<file path="config.mk">
export PLATFORM = sky130hd
export DESIGN_NAME = i2s_transmitter_flat
export DESIGN_NICKNAME = d
export VERILOG_FILES = /design/src/rtl/i2s_transmitter_if.sv /design/src/rtl/i2s_transmitter.sv /design/src/flat_wrapper.sv
export SDC_FILE = /design/constraint.sdc
export NUM_CORES = 1
export LEC_CHECK = 0
export CAP_MARGIN = 20
export CELL_PAD_IN_SITES_DETAIL_PLACEMENT = 1
export CELL_PAD_IN_SITES_GLOBAL_PLACEMENT = 2
export CORE_MARGIN = 5
export CORE_UTILIZATION = 38
export CTS_CLUSTER_DIAMETER = 120
export DETAILED_ROUTE_END_ITERATION = 12
export PLACE_DENSITY_LB_ADDON = 0.1
export SETUP_SLACK_MARGIN = 0.5
export SLEW_MARGIN = 20
export SYNTH_ARGS = -nofsm -noshare
export SYNTH_HDL_FRONTEND = slang
export SYNTH_SLANG_ARGS = --single-unit
</file>
<file path="constraint.sdc">
create_clock -name master_clk -period 3.97 [get_ports master_clk]
set_clock_uncertainty 0.1 [all_clocks]
set_input_delay 0.397 -clock master_clk [delete_from_list [all_inputs] [get_ports master_clk]]
set_output_delay 0.397 -clock master_clk [all_outputs]
set_load 0.02 [all_outputs]
</file>
<file path="src/rtl/i2s_transmitter_if.sv">
`default_nettype none
// ============================================================================
// Module   : i2s_transmitter_if
// Brief    : Sample-in / I2S-out bundle between the NCO, the transmitter and
//            the external DAC. I2S_STEREO_EN adds the right-channel input.
// Revision : 1.0 - initial release
// ============================================================================
interface i2s_transmitter_if #(
  parameter int SAMPLE_W = 16
);
  logic signed [SAMPLE_W-1:0] sample_in;
`ifdef I2S_STEREO_EN
  logic signed [SAMPLE_W-1:0] sample_in_r;
`endif
  logic                       sample_en;
  logic                       bclk;
  logic                       lrclk;
  logic                       sdata;

`ifdef I2S_STEREO_EN
  modport master (
    input  sample_in, sample_in_r,
    output sample_en, bclk, lrclk, sdata
  );
  modport slave (
    output sample_in, sample_in_r,
    input  sample_en, bclk, lrclk, sdata
  );
`else
  modport master (
    input  sample_in,
    output sample_en, bclk, lrclk, sdata
  );
  modport slave (
    output sample_in,
    input  sample_en, bclk, lrclk, sdata
  );
`endif
endinterface
`default_nettype wire

</file>
<file path="src/rtl/i2s_transmitter.sv">
`default_nettype none
// ============================================================================
// Module   : i2s_transmitter
// Brief    : Serialises held NCO samples into a 64-BCLK I2S frame and paces
//            the NCO with one sample_en pulse per frame.
//            Define I2S_STEREO_EN for a separate right-channel input.
// Revision : 1.0 - initial release
// ============================================================================
module i2s_transmitter #(
  parameter int BCLK_HALF_DIV = 2,
  parameter int SAMPLE_W      = 16
) (
  input  wire logic         master_clk,
  input  wire logic         rst,
  i2s_transmitter_if.master bus
);

  localparam int              DIV_W       = (BCLK_HALF_DIV > 1) ? $clog2(BCLK_HALF_DIV) : 1;
  localparam logic [DIV_W-1:0] c_div_tc   = DIV_W'(BCLK_HALF_DIV - 1);
  localparam logic [4:0]      c_slot_bits = 5'(SAMPLE_W);

  logic [DIV_W-1:0]    div_cnt_q, div_cnt_d;
  logic                bclk_q, bclk_d;
  logic [5:0]          pos_q, pos_d;
  logic                lrclk_q, lrclk_d;
  logic                sdata_q, sdata_d;
  logic                sample_en_q, sample_en_d;
  logic [SAMPLE_W-1:0] hold_l_q, hold_l_d;
  logic [SAMPLE_W-1:0] hold_r_q, hold_r_d;

  logic                div_tc;
  logic                bclk_fall;
  logic                boundary;
  logic [4:0]          slot_off;
  logic [SAMPLE_W-1:0] slot_word;
  logic [SAMPLE_W-1:0] slot_shift;
  logic                slot_bit;
  logic [SAMPLE_W-1:0] right_src;

`ifdef I2S_STEREO_EN
  assign right_src = bus.sample_in_r;
`else
  assign right_src = bus.sample_in;
`endif

  always_comb begin
    div_tc      = (div_cnt_q == c_div_tc);
    bclk_fall   = div_tc & bclk_q;
    boundary    = bclk_fall & (pos_q == 6'd63);

    div_cnt_d   = div_tc ? '0 : div_cnt_q + 1'b1;
    bclk_d      = bclk_q ^ div_tc;
    pos_d       = pos_q + {5'd0, bclk_fall};
    lrclk_d     = bclk_fall ? pos_d[5] : lrclk_q;

    hold_l_d    = boundary ? bus.sample_in : hold_l_q;
    hold_r_d    = boundary ? right_src     : hold_r_q;
    sample_en_d = boundary;

    // Slot offset 1..SAMPLE_W carries MSB..LSB; offset 0 is the one-BCLK I2S delay.
    slot_off    = pos_d[4:0];
    slot_word   = pos_d[5] ? hold_r_q : hold_l_q;
    slot_shift  = slot_word >> (c_slot_bits - slot_off);
    slot_bit    = (slot_off != 5'd0) && (slot_off <= c_slot_bits) && slot_shift[0];
    sdata_d     = bclk_fall ? slot_bit : sdata_q;
  end

  always_ff @(posedge master_clk or negedge rst) begin
    if (!rst) begin
      div_cnt_q   <= '0;
      bclk_q      <= 1'b0;
      pos_q       <= 6'd0;
      lrclk_q     <= 1'b0;
      sdata_q     <= 1'b0;
      sample_en_q <= 1'b0;
      hold_l_q    <= '0;
      hold_r_q    <= '0;
    end else begin
      div_cnt_q   <= div_cnt_d;
      bclk_q      <= bclk_d;
      pos_q       <= pos_d;
      lrclk_q     <= lrclk_d;
      sdata_q     <= sdata_d;
      sample_en_q <= sample_en_d;
      hold_l_q    <= hold_l_d;
      hold_r_q    <= hold_r_d;
    end
  end

  assign bus.bclk      = bclk_q;
  assign bus.lrclk     = lrclk_q;
  assign bus.sdata     = sdata_q;
  assign bus.sample_en = sample_en_q;

endmodule
`default_nettype wire

</file>
<file path="src/flat_wrapper.sv">
// flat-port wrapper written by rule: the top's interface ports become plain ports
module i2s_transmitter_flat 
#(
  parameter int BCLK_HALF_DIV = 2,
  parameter int SAMPLE_W      = 16
)
  (master_clk, rst, bus_sample_in, bus_sample_en, bus_bclk, bus_lrclk, bus_sdata);
  i2s_transmitter_if #(.SAMPLE_W(SAMPLE_W)) bus_i ();
  input  wire logic master_clk;
  input  wire logic rst;
  input wire logic [$bits(bus_i.sample_in)-1:0] bus_sample_in;
  output wire logic [$bits(bus_i.sample_en)-1:0] bus_sample_en;
  output wire logic [$bits(bus_i.bclk)-1:0] bus_bclk;
  output wire logic [$bits(bus_i.lrclk)-1:0] bus_lrclk;
  output wire logic [$bits(bus_i.sdata)-1:0] bus_sdata;
  assign bus_i.sample_in = bus_sample_in;
  assign bus_sample_en = bus_i.sample_en;
  assign bus_bclk = bus_i.bclk;
  assign bus_lrclk = bus_i.lrclk;
  assign bus_sdata = bus_i.sdata;
  i2s_transmitter #(.BCLK_HALF_DIV(BCLK_HALF_DIV), .SAMPLE_W(SAMPLE_W)) u_core (.master_clk(master_clk), .rst(rst), .bus(bus_i));
endmodule
</file>
# Yosys cells after proc, flatten, opt, wreduce, memory -nomap -nowiden
# Index checks and enable logic that the tools add are counted.
[op_classes] n_eq_ne=1 order_cmp=1 bitwise_logic=3 n_shift=1 mux=1 n_reduce_logical=3 add_sub_neg=3
[ops] operator="right shift 16 x 5 -> 1 bit" count=1
[ops] operator="adder 6 x 1 -> 6 bit" count=1
[ops] operator="equality test 6 bit, second input constant" count=1
[ops] operator="less-or-equal comparator 5 bit, second input constant" count=1
[ops] operator="nonzero test 5 bit" count=1
[ops] operator="subtractor 5 bit, first input constant" count=1
[ops] operator="bitwise AND 1 bit" count=2
[ops] operator="logical AND 1 bit" count=2
[ops] operator="adder 1 bit, second input constant" count=1
[ops] operator="two-way mux 1 bit" count=1
[ops] operator="XOR 1 bit" count=1
[totals] elab_cells=20 register_bits=27 input_bits=18

# Logic depth before layout (Yosys ltp)
# Gate-level depths: netlist of run 1.
[depth] word_depth=5 depth_mapped=10 mapped_depth_nobuf=10

# Least setup slack after synthesis of run 1
# No wires, ideal clock.
[synth_timing] path_kind="register to register" startpoint="reg u_core.bclk_q, in the netlist u_core.bus.bclk" endpoint="reg u_core.sdata_q, in the netlist u_core.bus.sdata" path_buffers=0 path_slack_ps=1464 setup_ps=120 path_stages_with_launch=10 t_arrival_ps=2286 t_required_ps=3750 cell_sequence="dfrtp_1 > ha_1 > ha_1 > ha_1 > inv_1 > ha_1 > mux4_2 > mux2i_1 > mux2i_1 > a31o_1"
[synth_between] elab_chain_len=5 word_cells_on_any_way=8 cone_classes="add/sub (2); order compare (1); shift (1); bitwise (1); reduce/logical (3)"
[synth_rtl] item="start: declaration" line_no="i2s_transmitter.sv:23" source="logic bclk_q, bclk_d;"
[synth_rtl] item="start signal: assignment" line_no="i2s_transmitter.sv:80" source="bclk_q <= bclk_d;"
[synth_rtl] item="bitwise AND 1 bit *" line_no="i2s_transmitter.sv:48" source="bclk_fall = div_tc & bclk_q;"
[synth_rtl] item="named net u_core.bclk_fall" line_no="i2s_transmitter.sv:32" source="logic bclk_fall;"
[synth_rtl] item="adder 6 x 1 -> 6 bit *" line_no="i2s_transmitter.sv:53" source="pos_d = pos_q + {5'd0, bclk_fall};"
[synth_rtl] item="named net u_core.pos_d[1]" line_no="i2s_transmitter.sv:24" source="logic [5:0] pos_q, pos_d;"
[synth_rtl] item="subtractor 5 bit (tied with other cells)" line_no="i2s_transmitter.sv:63" source="slot_shift = slot_word >> (c_slot_bits - slot_off);"
[synth_rtl] item="right shift 16 x 5 -> 1 bit or logical AND 1 bit (tied branches)" line_no="i2s_transmitter.sv:63, i2s_transmitter.sv:64"
[synth_rtl] item="logical AND 1 bit *" line_no="i2s_transmitter.sv:64" source="slot_bit = (slot_off != 5'd0) && (slot_off <= c_slot_bits) && slot_shift[0];"
[synth_rtl] item="end signal: assignment" line_no="i2s_transmitter.sv:83" source="sdata_q <= sdata_d;"
[synth_rtl] item="end: declaration" line_no="i2s_transmitter.sv:26" source="logic sdata_q, sdata_d;"
# Mark *: on every way through the listed nets, which the timed path passes. The rest lies on a longest branch.
# A chain may end at the register's enable or synchronous reset.

# Worst setup path after layout of run 1
# Same ends and word-level chain as after synthesis.

==> results of run 1 <==
[power by group]
part           internal (mW)  switching (mW)  total, mW
Combinational         0.0151         0.00698     0.0221
Clock                 0.0377          0.0782      0.116
Sequential             0.275               0      0.275
Total                  0.328          0.0852      0.413
[registers in the layout (all words and copies together), names as in the netlist]
name                  count
u_core.bus.lrclk          1
u_core.bus.sdata          1
u_core.div_cnt_q          1
u_core.hold_l_q          16
u_core.bus.sample_en      1
u_core.bus.bclk           1
u_core.pos_q              6
[Yosys cell counts (all sizes together), types with 2 or more instances]
cell type,count
buf,3
dfrtp,27
mux2,17
mux4,4
inv,5
xnor2,4
and4,2
mux2i,3
nand3,2
nand2,2
xor2,3
ha,4
[cells by family after synthesis]
| logic type | after synthesis | share of synthesized area (%) |
|---|---|---|
| fa+ha+maj | 4 | 4.141 |
| flops | 27 | 55.90 |
| mux | 24 | 25.78 |
| xor+xnor | 7 | 5.694 |
| buf+inv | 8 | 3.520 |
| compound gates | 1 | 0.7248 |
| simple gates | 9 | 4.244 |
[path summary, 6_finish.rpt]
path	cells after the start	to	from	slack, ns
worst max-delay path	9	u_core.bus.sdata	u_core.bus.bclk	1.39
worst min register to register	1	u_core.div_cnt_q	u_core.div_cnt_q	0.33
min in group master_clk	1	u_core.div_cnt_q	u_core.div_cnt_q	0.33
worst max register to register	9	u_core.bus.sdata	u_core.bus.bclk	1.39
max in group asynchronous	2	u_core.hold_l_q[10]	rst	3.19
worst min-delay path	2	u_core.pos_q[2]	rst	0.33
[per-stage QoR]
| stage | instances | utilization, % | cell area [um2] | hold WS (ns) | setup slack (ns) |
|---|---|---|---|---|---|
| floorplan | 80 | - | 1209 | 0.001409 | 1.464 |
| global placement | 143 | 47.75 | 1458 | 0.3203 | 1.404 |
| detailed placement | 143 | 47.75 | 1458 | 0.3201 | 1.370 |
| CTS | 147 | 48.65 | 1485 | 0.3326 | 1.352 |
| global route | 147 | 48.65 | 1485 | 0.3656 | 1.203 |
| finish | 147 | 48.65 | 1485 | 0.3312 | 1.390 |
[routing by layer]
| layer | wire (um) | vias to the layer above |
|---|---|---|
| met2 | 1074 | 13 |
| met3 | 80 | 2 |
| met4 | 11 | 0 |
| li1 | - | 325 |
| met1 | 912 | 342 |
| met5 | 0 | - |
[final cells by class]
| class | count | area, um2 | share of cell area [%] |
|---|---|---|---|
| clock buffers | 3 | 22.52 | 1.516 |
| clock inverters | 1 | 5.005 | 0.3370 |
| inverters | 5 | 18.77 | 1.264 |
| multi-input cells | 45 | 490.5 | 33.02 |
| flip-flops and latches | 27 | 675.6 | 45.49 |
| well taps | 44 | 55.05 | 3.707 |
| repair buffers | 22 | 217.7 | 14.66 |
[worst max-delay path, stage by stage (launching register included)]
cell     delay [ns]
dfrtp_1        0.41
ha_1           0.26
ha_1           0.24
ha_1           0.32
inv_1          0.05
ha_1           0.35
mux4_2         0.31
mux2i_1        0.15
mux2i_1        0.09
a31o_1         0.21
==> metrics.md, run 1 <==
| Metric | Value |
|---|---|
| Outcome | finished clean |
| Die area | 0.004408 mm2 |
| Slew Limit Fails | 0 |
| Most frequent cells in the layout | dfrtp_1 (27), clkdlybuf4s50_1 (21), mux2_2 (17), inv_1 (5) |
| GR Overflow Total | 0 |
| Final period util | 64.99% |
| Worst-Margin Slew | about 0.77 ns |
| Synth top area cells | dfrtp_1 (56%), mux2_2 (16%), mux4_2 (7.5%) |
| Largest net degree at the start of global routing | 28 |
| Worst vdd ir | 0.1272 mV |
| Global routing met2 resource utilization | 18.71% |
| Fillers | 331 |
| Synth Cell Area | about 0.0012 mm2 |
| Crit path DAT | 2.70 ns |
| Total track usage | 11.00% |
| Seq/Total Area, Yosys | approximately 56% |
| Area Overhead vs Synth | 22.88% |
| Layer with the highest usage | met2 |
| Initial Util | 39.59% |
| Pwr dens | 278.1 mW/mm2 |
| Antenna fix cells | 0 |
| Nets | 126 |
| Min-delay worst type | input pin to async pin |
| Post-route ant nets | 0 |
| Latest clock arrival within the worst-skew pair | 0.31 ns |
| Vias in the first global route | 787 |
| Ys async rst share | 100.0% |
| Via-to-Cell Ratio | 4.639 |
| Avg Cell Area, Syn | 15.11 um2 |
| First-pass GRT wire length | 3.643 mm |
| Final-report hold violation count | 0 |
| Max-cap violations | 0 |
| Setup violations, final | 0 |
| Post-synth top area cell | dfrtp_1 |
| Clk root buf | clkbuf_4 |
| Syn Nets | 102 |
| Met3 Use GR | 3.231% |
| TritonCTS sink count | 27 |
| Design Power | 413.0 uW |
| Setup TNS | 0 ns |
| Element type at the critical path start | flop |
| CP Class | flop to flop |
| HPWL after DPL | 1.607 mm |
| DR DRC count | 0 |
| H-tree levels | 1 |
| Max Clk Rate | 0.3876 GHz |
| Crit path max fanout | 5 |
| Crit. End Element | flop |
| Cell count after synthesis | 80 |
| # rows | 20 |
| Unrepaired setup endpoints after global routing | no |
| Die X | around 66 um |
| Drt total wl | approximately 2.1 mm |
| EDFF count, synth | 0 |
| Post-CTS setup buffers | 0 |
| Clk pin slew, worst setup/hold paths | 0.14 ns |
| Most common cell after layout, fill and taps aside | dfrtp_1 |
| Gpl congestion | 0.7374 |
| Initial antenna violation count | 0 |
| Post-synthesis cell type count | 20 |
| Die span in y | ~66 um |
| Initial DRT Pass Iterations | 2 |
| Seq cells post-synth | 27 |
| Post-synth top flop | dfrtp_1 |
| Met1 Use GR | 13.10% |
| Worst EP required | 4.09 ns |
| TritonCTS clock tree | done |
| Core area | 0.003053 mm2 |
| Slew HR | 48.86% |
| CTS buffer count | 3 |
| Layout cells sized above 1 | between 20% and 30% |
| Via count | about 680 |
| # IOs | 22 |
| Clock tree buffer depth | 2 |
| Wire per inst | 14.14 um |
| Fin crit period | 2.580 ns |
| Resized cells post-CTS | 0 |
| Synth warn | 0 |
| Drt initial violations | 9 |
| Yosys top cell area share | 55.90% |
| CTS Hold Bufs | 0 |
| # port buffers | 21 |
| P_leak | around 0.70 nW |
No activity file was read; power rests on OpenSTA's default activity.
==> run 2: changes to the inputs <==
--- a/config.mk
+++ b/config.mk
@@ -9,7 +9,7 @@
 export CELL_PAD_IN_SITES_DETAIL_PLACEMENT = 1
 export CELL_PAD_IN_SITES_GLOBAL_PLACEMENT = 2
 export CORE_MARGIN = 5
-export CORE_UTILIZATION = 38
+export CORE_UTILIZATION = 32
 export CTS_CLUSTER_DIAMETER = 120
 export DETAILED_ROUTE_END_ITERATION = 12
 export PLACE_DENSITY_LB_ADDON = 0.1
==> constraint.sdc (replaced) <==
create_clock -name master_clk -period 2.15 [get_ports master_clk]
set_clock_uncertainty 0.1 [all_clocks]
set_input_delay 0.215 -clock master_clk [delete_from_list [all_inputs] [get_ports master_clk]]
set_output_delay 0.215 -clock master_clk [all_outputs]
set_load 0.02 [all_outputs]
==> metrics.md, run 2 (synthesized netlist as in run 1, its figures left out) <==
| Metric | Value |
|---|---|
| Outcome | finished, violations left |
| Violated checks | setup timing |
| Pwr dens | 485.3 mW/mm2 (+75%) |
| First-pass GRT wire length | 3.912 mm (+7.4%) |
| Core area | 0.003661 mm2 (+20%) |
| Area Overhead vs Synth | 43.17% |
| DR DRC count | 0 (unchanged) |
| Most flops, register | u_core.hold_l_q |
| Wire per inst | 15.21 um (+7.6%) |
| Finished Layout Cells | 159 (+8.2%) |
| Clock tree buffer depth | 2 (unchanged) |
| Crit. End Element | flop |
| Multi-input logic area | 585.6 um2 (+19%) |
| TritonCTS sink count | 27 (unchanged) |
| Worst vdd ir | 0.3159 mV (+150%) |
| HPWL after DPL | 1.711 mm (+6.5%) |
| Drt initial violations | 8 (-1) |
| Initial Util | 33.01% (-6.6 points) |
| Critical R2R Capture | u_core.bus.sdata |
| Via count | 726 (+6.5%) |
| Via-to-Cell Ratio | 4.566 (-1.6%) |
| Max-cap violations | 0 (unchanged) |
| Dpl cells | 152 (+6.3%) |
| Place WS | -0.1124 ns (-1.482 ns) |
| CTS buffer count | 3 (unchanged) |
| Fillers | 366 (+11%) |
| Worst EP required | 2.22 ns (-1.87 ns) |
| Most frequent cells in the layout | dfrtp_1 (25), clkdlybuf4s50_1 (20), mux2_4 (9), mux2_2 (8), buf_4 (5) |
| Crit-path cells | ha_4 -> ha_4 -> ha_4 -> inv_2 -> ha_4 -> mux4_2 -> mux2i_1 -> mux2i_1 -> a31o_1 |
| Crit path DAT | 2.32 ns (-0.38 ns) |
| Setup TNS | -0.1065 ns (-0.1065 ns) |
| Cell family with most CP delay | adder cells |
| Final period util | 105.0% (+40 points) |
| Largest net degree at the start of global routing | 28 (unchanged) |
| Crit path max fanout | 4 (-1) |
| CP peak stage delay | 0.43 ns (+0.02 ns) |
| Design Power | 839.8 uW (+100%) |
| Die X | 71.46 um (+7.6%) |
| Gpl congestion | 0.7073 (-4.1%) |
| H-tree levels | 1 (unchanged) |
| CTS Hold Bufs | 0 (unchanged) |
| Regs by FF count | u_core.hold_l_q x16, u_core.pos_q x6 |
| Layout cells sized above 1 | 40.54% (+13 points) |
| # port buffers | 21 (unchanged) |
| Drt total wl | 2.419 mm (+16%) |
| Final worst slack | -0.1065 ns (-1.496 ns) |
| Vias in the first global route | 822 (+4.4%) |
| Worst reg2reg startpoint | u_core.div_cnt_q |
| Max Clk Rate | 0.4432 GHz (+14%) |
| P_leak | 0.7792 nW (+11%) |
| Final-report hold violation count | 0 (unchanged) |
| Slew Limit Fails | 0 (unchanged) |
| Min-delay worst type | input pin to async pin |
| Clk root buf | clkbuf_8 |
| Flop2flop setup slack | -0.11 ns (-1.50 ns) |
| Unrepaired setup endpoints after global routing | yes |
| Cell mode on critical path | ha_4 |
| Antenna fix cells | 0 (unchanged) |
| Nets | 134 (+6.3%) |
| Initial antenna violation count | 0 (unchanged) |
| Reg area | 678.2 um2 (+0.37%) |
| Post-route ant nets | 0 (unchanged) |
| Die area | 0.005106 mm2 (+16%) |
| CP Class | flop to flop |
| # IOs | 22 (unchanged) |
| Most common cell after layout, fill and taps aside | dfrtp_1 |
| Total track usage | 9.947% (-1.0 points) |
| Max reg flops | 16 (unchanged) |
| # rows | 22 (+10%) |
| Slew HR | 76.94% (+28 points) |
| Initial DRT Pass Iterations | 2 (unchanged) |
| TritonCTS clock tree | done |
| Slowest cell on crit path | dfrtp_1 |
| Setup violations, final | 1 (+1) |
| Fin crit period | 2.256 ns (-0.3235 ns) |
| Crit. Startpoint | u_core.div_cnt_q |
| R2R depth | 9 (unchanged) |
| Worst-Margin Slew | 0.3458 ns (-0.4212 ns) |
| Crit. path cell count | 9 (unchanged) |
| GR Overflow Total | 0 (unchanged) |
| Die span in y | 71.46 um (+7.6%) |
| Hold Slack | 0.2137 ns (-0.1175 ns) |
| Element type at the critical path start | flop |
| Clk pin slew, worst setup/hold paths | 0.10 ns (-0.04 ns) |
| Latest clock arrival within the worst-skew pair | 0.27 ns (-0.04 ns) |
| CP bufs+invs | 1 (unchanged) |
[run 2: changes by cell type in the layout (fill, tap and decap cells not counted), moves of 3 or more]
cell,change
ha_1,-4
mux2_2,-9
buf_4,+4
clkbuf_4,-3
ha_4,+4
clkbuf_8,+3
mux2_4,+9
[run 2: what timing repair did]
item | CTS | global route
cloned | 1 | 1
gates resized for setup | 17 | 2
buffers inserted | 1 | 0
setup endpoints to repair | 18 | 18
pin swaps | 5 | 0
[run 2: worst register-to-register path: cells and delay by family (launching register included)]
kind            cells  cell delay [ns]
flops               1             0.43
mux                 3             0.53
compound gates      1             0.18
fa+ha+maj           4             0.89
buf+inv             1             0.04
[run 2: how the worst max path moves through the flow]
stage | to | slack [ns]
finish | u_core.bus.sdata | -0.11
global route | u_core.bus.sdata | -0.23
detailed placement | u_core.bus.sdata | -0.11
global placement | u_core.bus.sdata | -0.1
CTS | u_core.bus.sdata | -0.12
floorplan | u_core.bus.sdata | -0.09
[run 2: power by group]
| part | internal, mW | leakage, nW | switching (mW) | total [mW] |
|---|---|---|---|---|
| sequential | 0.507 | 0.361 | 0 | 0.507 |
| clock | 0.131 | 0.0217 | 0.159 | 0.291 |
| combinational | 0.0282 | 0.397 | 0.0134 | 0.0417 |
| total | 0.667 | 0.779 | 0.173 | 0.840 |
[run 2: final cells by class]
| type | instances | area share (%) |
|---|---|---|
| Clock inverter | 1 | 0.4338 |
| Clock buffer | 3 | 2.386 |
| Sequential cell | 27 | 39.19 |
| Tap cell | 48 | 3.471 |
| Inverter | 5 | 1.085 |
| Multi-Input combinational cell | 45 | 33.84 |
| Timing Repair Buffer | 30 | 19.60 |
[run 2: per-layer routing]
metal	vias up	global-route usage (%)	part of all wire, %
met4	0	4.384	0.99
li1	338	-	-
met2	11	17.24	53
met3	2	2.244	3.7
met5	-	0	0
met1	375	11.71	42
[run 2: through the flow]
stage                     utilization, %  instance area, um2
after detailed placement           42.72                1564
after CTS                          46.34                1697
after global routing               47.27                1730
after global placement             42.72                1564
after floorplan                        -                1266
final                              47.27                1730
==> run 3: changes to the inputs <==
--- a/config.mk
+++ b/config.mk
@@ -14,7 +14,7 @@
 export DETAILED_ROUTE_END_ITERATION = 12
 export PLACE_DENSITY_LB_ADDON = 0.1
 export SETUP_SLACK_MARGIN = 0.5
-export SLEW_MARGIN = 20
+export SLEW_MARGIN = 10
 export SYNTH_ARGS = -nofsm -noshare
 export SYNTH_HDL_FRONTEND = slang
 export SYNTH_SLANG_ARGS = --single-unit
==> results of run 3 <==
Final layout, timing and power as in run 2 (identical DEF).
